$ cat src/rtl/rf_dump_unit.sv
// rf_dump_unit
// Debug scan-out engine for the RV32I register file. A start pulse halts the
// core, then the engine reads x0..x(N_REGS-1) over a dedicated debug read
// port. Each register goes out as one beat on a valid/ready stream, followed
// by one checksum beat.
//
// Ports:
//   i_clock, i_reset     rising-edge clock, synchronous active-high reset
//   i_start              1-cycle dump request, honoured only in IDLE
//   o_busy               dump in progress
//   o_halt_req           freeze request to the core
//   i_halt_ack           core frozen, RF stable
//   o_rf_ren, o_rf_raddr debug RF read port; data returns on i_rf_rdata one
//                        cycle after o_rf_ren
//   o_dump_*             output stream (data, index, checksum marker, last)
//   i_dump_ready         stream back-pressure
//   o_done               1-cycle pulse after the checksum beat is taken
//   o_dbg_state          current FSM state, for checkers and debug
//
// Stream handshake: a beat transfers on every rising edge where o_dump_valid
// and i_dump_ready are both high. While valid is high and ready is low, data,
// idx, is_sum and last hold steady. Valid never drops without a transfer,
// except on reset.
module rf_dump_unit #(
    parameter int N_REGS = 32,
    parameter int XLEN   = 32,
    parameter int IDX_W  = 5
) (
    input  logic             i_clock,
    input  logic             i_reset,
    input  logic             i_start,
    output logic             o_busy,
    output logic             o_halt_req,
    input  logic             i_halt_ack,
    output logic             o_rf_ren,
    output logic [IDX_W-1:0] o_rf_raddr,
    input  logic [XLEN-1:0]  i_rf_rdata,
    output logic             o_dump_valid,
    input  logic             i_dump_ready,
    output logic [XLEN-1:0]  o_dump_data,
    output logic [IDX_W-1:0] o_dump_idx,
    output logic             o_dump_is_sum,
    output logic             o_dump_last,
    output logic             o_done,
    output logic [2:0]       o_dbg_state
);

    localparam logic [2:0] S_IDLE      = 3'd0;
    localparam logic [2:0] S_HALT_WAIT = 3'd1;
    localparam logic [2:0] S_READ      = 3'd2;
    localparam logic [2:0] S_CAPTURE   = 3'd3;
    localparam logic [2:0] S_SEND      = 3'd4;
    localparam logic [2:0] S_SEND_SUM  = 3'd5;
    localparam logic [2:0] S_DONE      = 3'd6;

    localparam logic [IDX_W-1:0] LAST_IDX = IDX_W'(N_REGS - 1);

    logic [2:0]       state;
    logic [IDX_W-1:0] cnt;
    logic [XLEN-1:0]  acc;
    logic [XLEN-1:0]  beat;
    logic             accept;

    // x0 is hardwired zero architecturally, so whatever the port returns for
    // index 0 is ignored.
    assign beat        = (cnt == '0) ? '0 : i_rf_rdata;
    assign accept      = o_dump_valid && i_dump_ready;
    assign o_dbg_state = state;

    always_ff @(posedge i_clock) begin
        if (i_reset) begin
            state         <= S_IDLE;
            cnt           <= '0;
            acc           <= '0;
            o_busy        <= 1'b0;
            o_halt_req    <= 1'b0;
            o_rf_ren      <= 1'b0;
            o_rf_raddr    <= '0;
            o_dump_valid  <= 1'b0;
            o_dump_data   <= '0;
            o_dump_idx    <= '0;
            o_dump_is_sum <= 1'b0;
            o_dump_last   <= 1'b0;
            o_done        <= 1'b0;
        end else begin
            case (state)
                S_IDLE: begin
                    if (i_start) begin
                        state      <= S_HALT_WAIT;
                        cnt        <= '0;
                        acc        <= '0;
                        o_halt_req <= 1'b1;
                        o_busy     <= 1'b1;
                    end
                end
                S_HALT_WAIT: begin
                    // Enable is registered here so it is high exactly
                    // during the READ cycle.
                    if (i_halt_ack) begin
                        state      <= S_READ;
                        o_rf_ren   <= 1'b1;
                        o_rf_raddr <= cnt;
                    end
                end
                S_READ: begin
                    o_rf_ren <= 1'b0;
                    state    <= S_CAPTURE;
                end
                S_CAPTURE: begin
                    o_dump_data  <= beat;
                    o_dump_idx   <= cnt;
                    o_dump_valid <= 1'b1;
                    acc          <= acc + beat;
                    state        <= S_SEND;
                end
                S_SEND: begin
                    if (accept) begin
                        if (cnt == LAST_IDX) begin
                            // Valid stays high: the checksum beat follows
                            // the last register beat directly.
                            o_dump_data   <= acc;
                            o_dump_idx    <= '0;
                            o_dump_is_sum <= 1'b1;
                            o_dump_last   <= 1'b1;
                            state         <= S_SEND_SUM;
                        end else begin
                            o_dump_valid <= 1'b0;
                            cnt          <= cnt + 1'b1;
                            o_rf_ren     <= 1'b1;
                            o_rf_raddr   <= cnt + 1'b1;
                            state        <= S_READ;
                        end
                    end
                end
                S_SEND_SUM: begin
                    if (accept) begin
                        o_dump_valid  <= 1'b0;
                        o_dump_is_sum <= 1'b0;
                        o_dump_last   <= 1'b0;
                        o_dump_data   <= '0;
                        o_done        <= 1'b1;
                        o_halt_req    <= 1'b0;
                        o_busy        <= 1'b0;
                        state         <= S_DONE;
                    end
                end
                S_DONE: begin
                    o_done <= 1'b0;
                    state  <= S_IDLE;
                end
                default: begin
                    state <= S_IDLE;
                end
            endcase
        end
    end

endmodule
$ cat config.mk
export PLATFORM = sky130hd
export DESIGN_NAME = rf_dump_unit
export DESIGN_NICKNAME = d
export VERILOG_FILES = /design/src/rtl/rf_dump_unit.sv
export SDC_FILE = /design/constraint.sdc
export NUM_CORES = 1
export LEC_CHECK = 0
export BUFFER_PORTS_ARGS = -buffer_cell sky130_fd_sc_hd__clkbuf_2
export CELL_PAD_IN_SITES_DETAIL_PLACEMENT = 1
export CELL_PAD_IN_SITES_GLOBAL_PLACEMENT = 1
export CORE_ASPECT_RATIO = 1.25
export CORE_MARGIN = 3
export CORE_UTILIZATION = 30
export DETAILED_ROUTE_END_ITERATION = 6
export GPL_ROUTABILITY_DRIVEN = 0
export PLACE_DENSITY = 0.71
export SLEW_MARGIN = 10
export SYNTH_ARGS = -nofsm -noshare
export SYNTH_HDL_FRONTEND = slang
export SYNTH_SLANG_ARGS = --single-unit
$ cat constraint.sdc
create_clock -name i_clock -period 5.4 [get_ports i_clock]
set_clock_uncertainty 0.15 [all_clocks]
set_input_delay 1.08 -clock i_clock [delete_from_list [all_inputs] [get_ports i_clock]]
set_output_delay 1.08 -clock i_clock [all_outputs]
set_load 0.005 [all_outputs]
# Word level (Yosys, flattened, before mapping)
# Index checks and enable logic that the tools add are counted.
[classes] addsub=2 eq_ne=13 mux=37 n_reduce_logical=23
[op_table] operator="32-bit 2-to-1 mux" n=5
[op_table] operator="32-bit case mux with 3 select lines" n=1
[op_table] operator="32-bit case mux with 2 select lines" n=1
[op_table] operator="32-bit adder" n=1
[op_table] operator="5-bit 2-to-1 mux" n=6
[op_table] operator="5-bit case mux with 2 select lines" n=3
[op_table] operator="4-bit AND reduction" n=7
[op_table] operator="3-bit case mux with 6 select lines" n=1
[op_table] operator="3-bit 2-to-1 mux" n=5
[op_table] operator="2-bit nonzero test" n=7
[op_table] operator="2-bit != test, second input constant" n=6
[op_table] operator="1-bit 2-to-1 mux" n=10
[op_table] operator="3-bit equality test, second input constant" n=3
[op_table] operator="3-bit by 2-bit equality test with 1-bit output, second input constant" n=2
[op_table] operator="1-bit case mux with 2 select lines" n=3
[op_table] operator="1-bit case mux with 3 select lines" n=2
[op_table] operator="3-bit AND reduction" n=2
[op_table] operator="3-bit nonzero test" n=2
[op_table] operator="5-bit by 1-bit adder with 5-bit output, second input constant" n=1
[op_table] operator="5-bit equality test, second input constant" n=1
[op_table] operator="5-bit zero test" n=1
[op_table] operator="2-bit AND reduction" n=2
[op_table] operator="3-bit by 1-bit equality test with 1-bit output, second input constant" n=1
[op_table] operator="3-bit zero test" n=1
[op_table] operator="1-bit logical AND" n=1
[totals] ff_bits=87 inputBits=37 output_inout_bits=52 word_cells=86

# Logic depth before layout (Yosys ltp)
[depth] depth_word=4 ltp_mapped=17 ltp_nobuf=16

# Worst setup path before layout
# Ideal clock, no wire load.
[synth_timing] kind="register -> register" start="register cnt[0]" end="register acc[31]" setup_ns=0.125 t_arrival_ns=3.631 t_required_ns=5.125 slack_ns=1.494 path_stages_with_launch=17 n_path_buf=2 period_less_slack_ns=3.906 cell_sequence="dfxtp_1 inv_1 ha_1 or4b_2 clkbuf_1 and2_1 ha_1 buf_6 a21o_1 a21o_1 a221o_1 a21oi_2 nand2_2 a31o_4 a221o_1 o31ai_1 a2bb2oi_1"
[synth_via] elab_chain_len=4
[synth_lines] element="start: declaration" line_no="59" rtl="logic [IDX_W-1:0] cnt;"
[synth_lines] element="start signal: assignment" line_no="128" rtl="cnt <= cnt + 1'b1;"
[synth_lines] element="5-bit zero test" line_no="66" rtl="assign beat = (cnt == '0) ? '0 : i_rf_rdata;"
[synth_lines] element="32-bit 2-to-1 mux" line_no="66"
[synth_lines] element="32-bit adder" line_no="113" rtl="acc <= acc + beat;"
[synth_lines] element="32-bit case mux with 2 select lines" line_no="86" rtl="case (state)"
[synth_lines] element="end signal: assignment" line_no="113"
[synth_lines] element="end: declaration" line_no="60" rtl="logic [XLEN-1:0] acc;"
# No other way between the ends.
# A chain may end at the register's enable or synchronous reset.

# Final worst setup path
[layout_timing] start="register cnt[0]" end="register acc[22]"
# Same word-level chain as after synthesis.

==> summary.txt <==
Floorplanning
  – DIE HEIGHT: 157 um
  – Die area: 0.0198 mm^2
  – IO Count: ~90
  – Starting Density: 0.309
  – Core area: around 0.018 mm^2
  – Die W: between 100 and 150 um
  – Site Rows: 54

Power
  – Reg power frac: 0.442
  – Psw: 0.400 mW
  – Internal power: 1.15 mW
  – Clock power share: 0.459
  – Cell Pwr Density: roughly 240 mW/mm^2
  – Leak: 2.55 nW
  – Combinational share of power: 0.100
  – Switch share: 0.258
  – VDD IR-drop max: 0.165 mV

Route
  – Post-DR wirelength/cell: 16.6 um
  – Vias per cell: 5.22
  – Final Routed Wirelength: around 16 mm
  – Vias: 5171
  – Routed Antenna Nets: 0
  – Number of remaining DRC errors: 0
  – Detailed Route Iter0 Violations: 165
  – 1st-pass router iterations: 4

CTS
  – CTS Buf Count: 9
  – CTS Root Cell: clkbuf_16
  – Clk_lat worst skew: 0.35 ns
  – Hold buffer count at CTS: 0
  – Clock transition at path regs: 0.07 ns
  – H-Tree Depth: 3
  – TritonCTS clock tree: yes
  – Clock tree buffer depth: 2
  – Post-CTS setup buffer count: 0
  – Clk sinks: 87
  – PostCTS Resize Cnt: 0

STA
  – Setup_tns: 0 ns
  – Final Hold Fails: 0
  – # setup viols final: 0
  – Crit path time final: roughly 4.4 ns
  – Achievable clock frequency: 0.226 GHz
  – Slew @ Worst Pin: around 0.87 ns
  – Fin. max-slew vios: 0
  – Slew headroom: 0.422
  – RSZ-0062 raised after global routing: no
  – Final period util: 0.819

Worst setup path
  – Arrival time at the worst endpoint: 4.54 ns
  – Worst Setup End Kind: flop
  – Critical path startpoint category: flop
  – Crit-path max FO: 33
  – Worst EP required: 5.52 ns
  – CP Class: reg -> reg

Global route
  – Vias in the first global route: 5287
  – Gr ovfl total: 0
  – Initial antenna violation count: 0
  – GR Util All Layers: 0.168
  – Largest net degree at the start of global routing: 68
  – First-pass GRT wire length: 27.2 mm

Logic synthesis
  – Register area share after synthesis: 0.320
  – FF+latch count, synth: 87
  – Cell Area, Synth: 0.00544 mm^2
  – Leading cell types by total area after synthesis: dfxtp_1 (32%), ha_1 (8.3%), a21oi_1 (7.4%)
  – Synthesized Nets: 779
  – Syn Area/Cell: 7.72 um^2
  – Cell with the most instances after synthesis: nor2_1
  – Synth warn: 0
  – Ys async rst share: 0
  – Synth cell types: just under 60
  – Post-synth top flop: dfxtp_1
  – Yosys top cell by area: dfxtp_1
  – Post-synth EDFFs: 0
  – Mapped Cells: a little over 700
  – Most instantiated cells after synthesis: nor2_1 (90), dfxtp_1 (87), a21oi_1 (80), nand2_1 (63), clkbuf_1 (42)
  – Yosys top cell area share: 0.320

Placement
  – Port Buf Inserts: 88
  – Hpwl dp: 12.2 mm
  – Placed cells: between 900 and 1000

Finish
  – Final #Nets: 835
  – # diodes: 0
  – Share of cells above drive strength 1: 0.155
  – Area Overhead vs Synth: 16.6%
  – Fin util: 0.360
  – Fin cells: approximately 1000

Outcome
  – Status: finished clean

Hold path
  – Hold crit path type: reg -> reg

Job
  – Max-capacitance violation count: 0
path summary, 6_finish.rpt:
kind,cells after the start,slack [ns],endpoint,start
max,16,0.98,acc[22]$_SDFFE_PP0P_,cnt[0]$_SDFFE_PP0P_
max reg2reg,16,0.98,acc[22]$_SDFFE_PP0P_,cnt[0]$_SDFFE_PP0P_
min reg2reg,2,0.33,acc[17]$_SDFFE_PP0P_,acc[17]$_SDFFE_PP0P_
min,2,0.33,acc[17]$_SDFFE_PP0P_,acc[17]$_SDFFE_PP0P_
placed cells by master (no fill, tap or decap), types with 10 or more instances in the layout:
cell type   n
a21oi_1    80
a211oi_1   38
ha_1       36
nand2_1    61
xor2_1     16
inv_1      15
nor3_1     11
dfxtp_1    87
nor3b_1    31
o21ai_0    33
and2_1     30
nand3_1    10
nor2_1     90
a22oi_1    11
clkbuf_2   88
a21o_1     16
xnor2_1    13
worst max-delay path: stages, from the launching register on:
cell      delay, ns
dfxtp_1        0.40
inv_1          0.09
ha_1           0.19
or4b_2         0.64
and2_1         0.25
ha_1           0.18
inv_1          0.06
fa_1           0.37
nand2b_1       0.20
a21oi_1        0.27
o211ai_1       0.15
nand3_1        0.13
a21boi_0       0.13
o21ai_0        0.56
a21boi_0       0.23
xor2_1         0.18
o21ai_0        0.16
registers in the layout, summed over array words and instances, names as in the netlist, 3 cells and up:
name,flops
acc,32
o_dump_data,32
cnt,5
o_dump_idx,5
o_rf_raddr,5
o_dbg_state,3
cells by family after synthesis:
| logic type | share of synthesized area |
|---|---|
| DFF | 0.320 |
| adders and majority gates | 0.0864 |
| xor gates and xnor gates | 0.0467 |
| and+or+nand+nor | 0.243 |
| buffers and inverters | 0.0476 |
| AOI/OAI and AO/OA | 0.253 |
| muxes | 0.00368 |
power by group through the flow:
| stage | combinational (mW) | clock [mW] | sequential [mW] |
|---|---|---|---|
| CTS | 0.157 | 0.730 | 0.685 |
| floorplan | 0.101 | 0 | 0.687 |
| global placement | 0.156 | 0 | 0.699 |
| finish | 0.155 | 0.711 | 0.685 |
| detailed placement | 0.156 | 0 | 0.700 |
| global route | 0.173 | 0.753 | 0.689 |
layout make-up:
| type | instances | area (um^2) |
|---|---|---|
| fill | 2171 | 11300 |
| multi-input combinational | 553 | 3450 |
| sequential | 87 | 1740 |
| timing repair buffer | 94 | 485 |
| tap | 224 | 280 |
| clock buffer | 12 | 256 |
| clock inverter | 4 | 76.3 |
| inverter | 16 | 60.1 |
through the flow:
step	total power, mW	hold slack (ns)	setup WS, ns	area, um^2
finish	1.55	0.331	0.978	6350
global route	1.61	0.347	0.511	6350
CTS	1.57	0.333	0.964	6350
detailed placement	0.856	0.324	1.00	6020
global placement	0.855	0.312	1.14	6020
floorplan	0.788	0.295	1.49	5440
routing by layer:
layer / vias up / GRT usage / wire (um) / part of all wire
met2: 70 / 0.302 / 8200 / 0.50
li1: 2611 / - / - / -
met1: 2473 / 0.208 / 7550 / 0.46
met3: 17 / 0.0181 / 379 / 0.023
met4: 0 / 0.0608 / 335 / 0.020
met5: - / 0 / 0 / 0
Note: power is estimated with default switching activity, not from simulation.
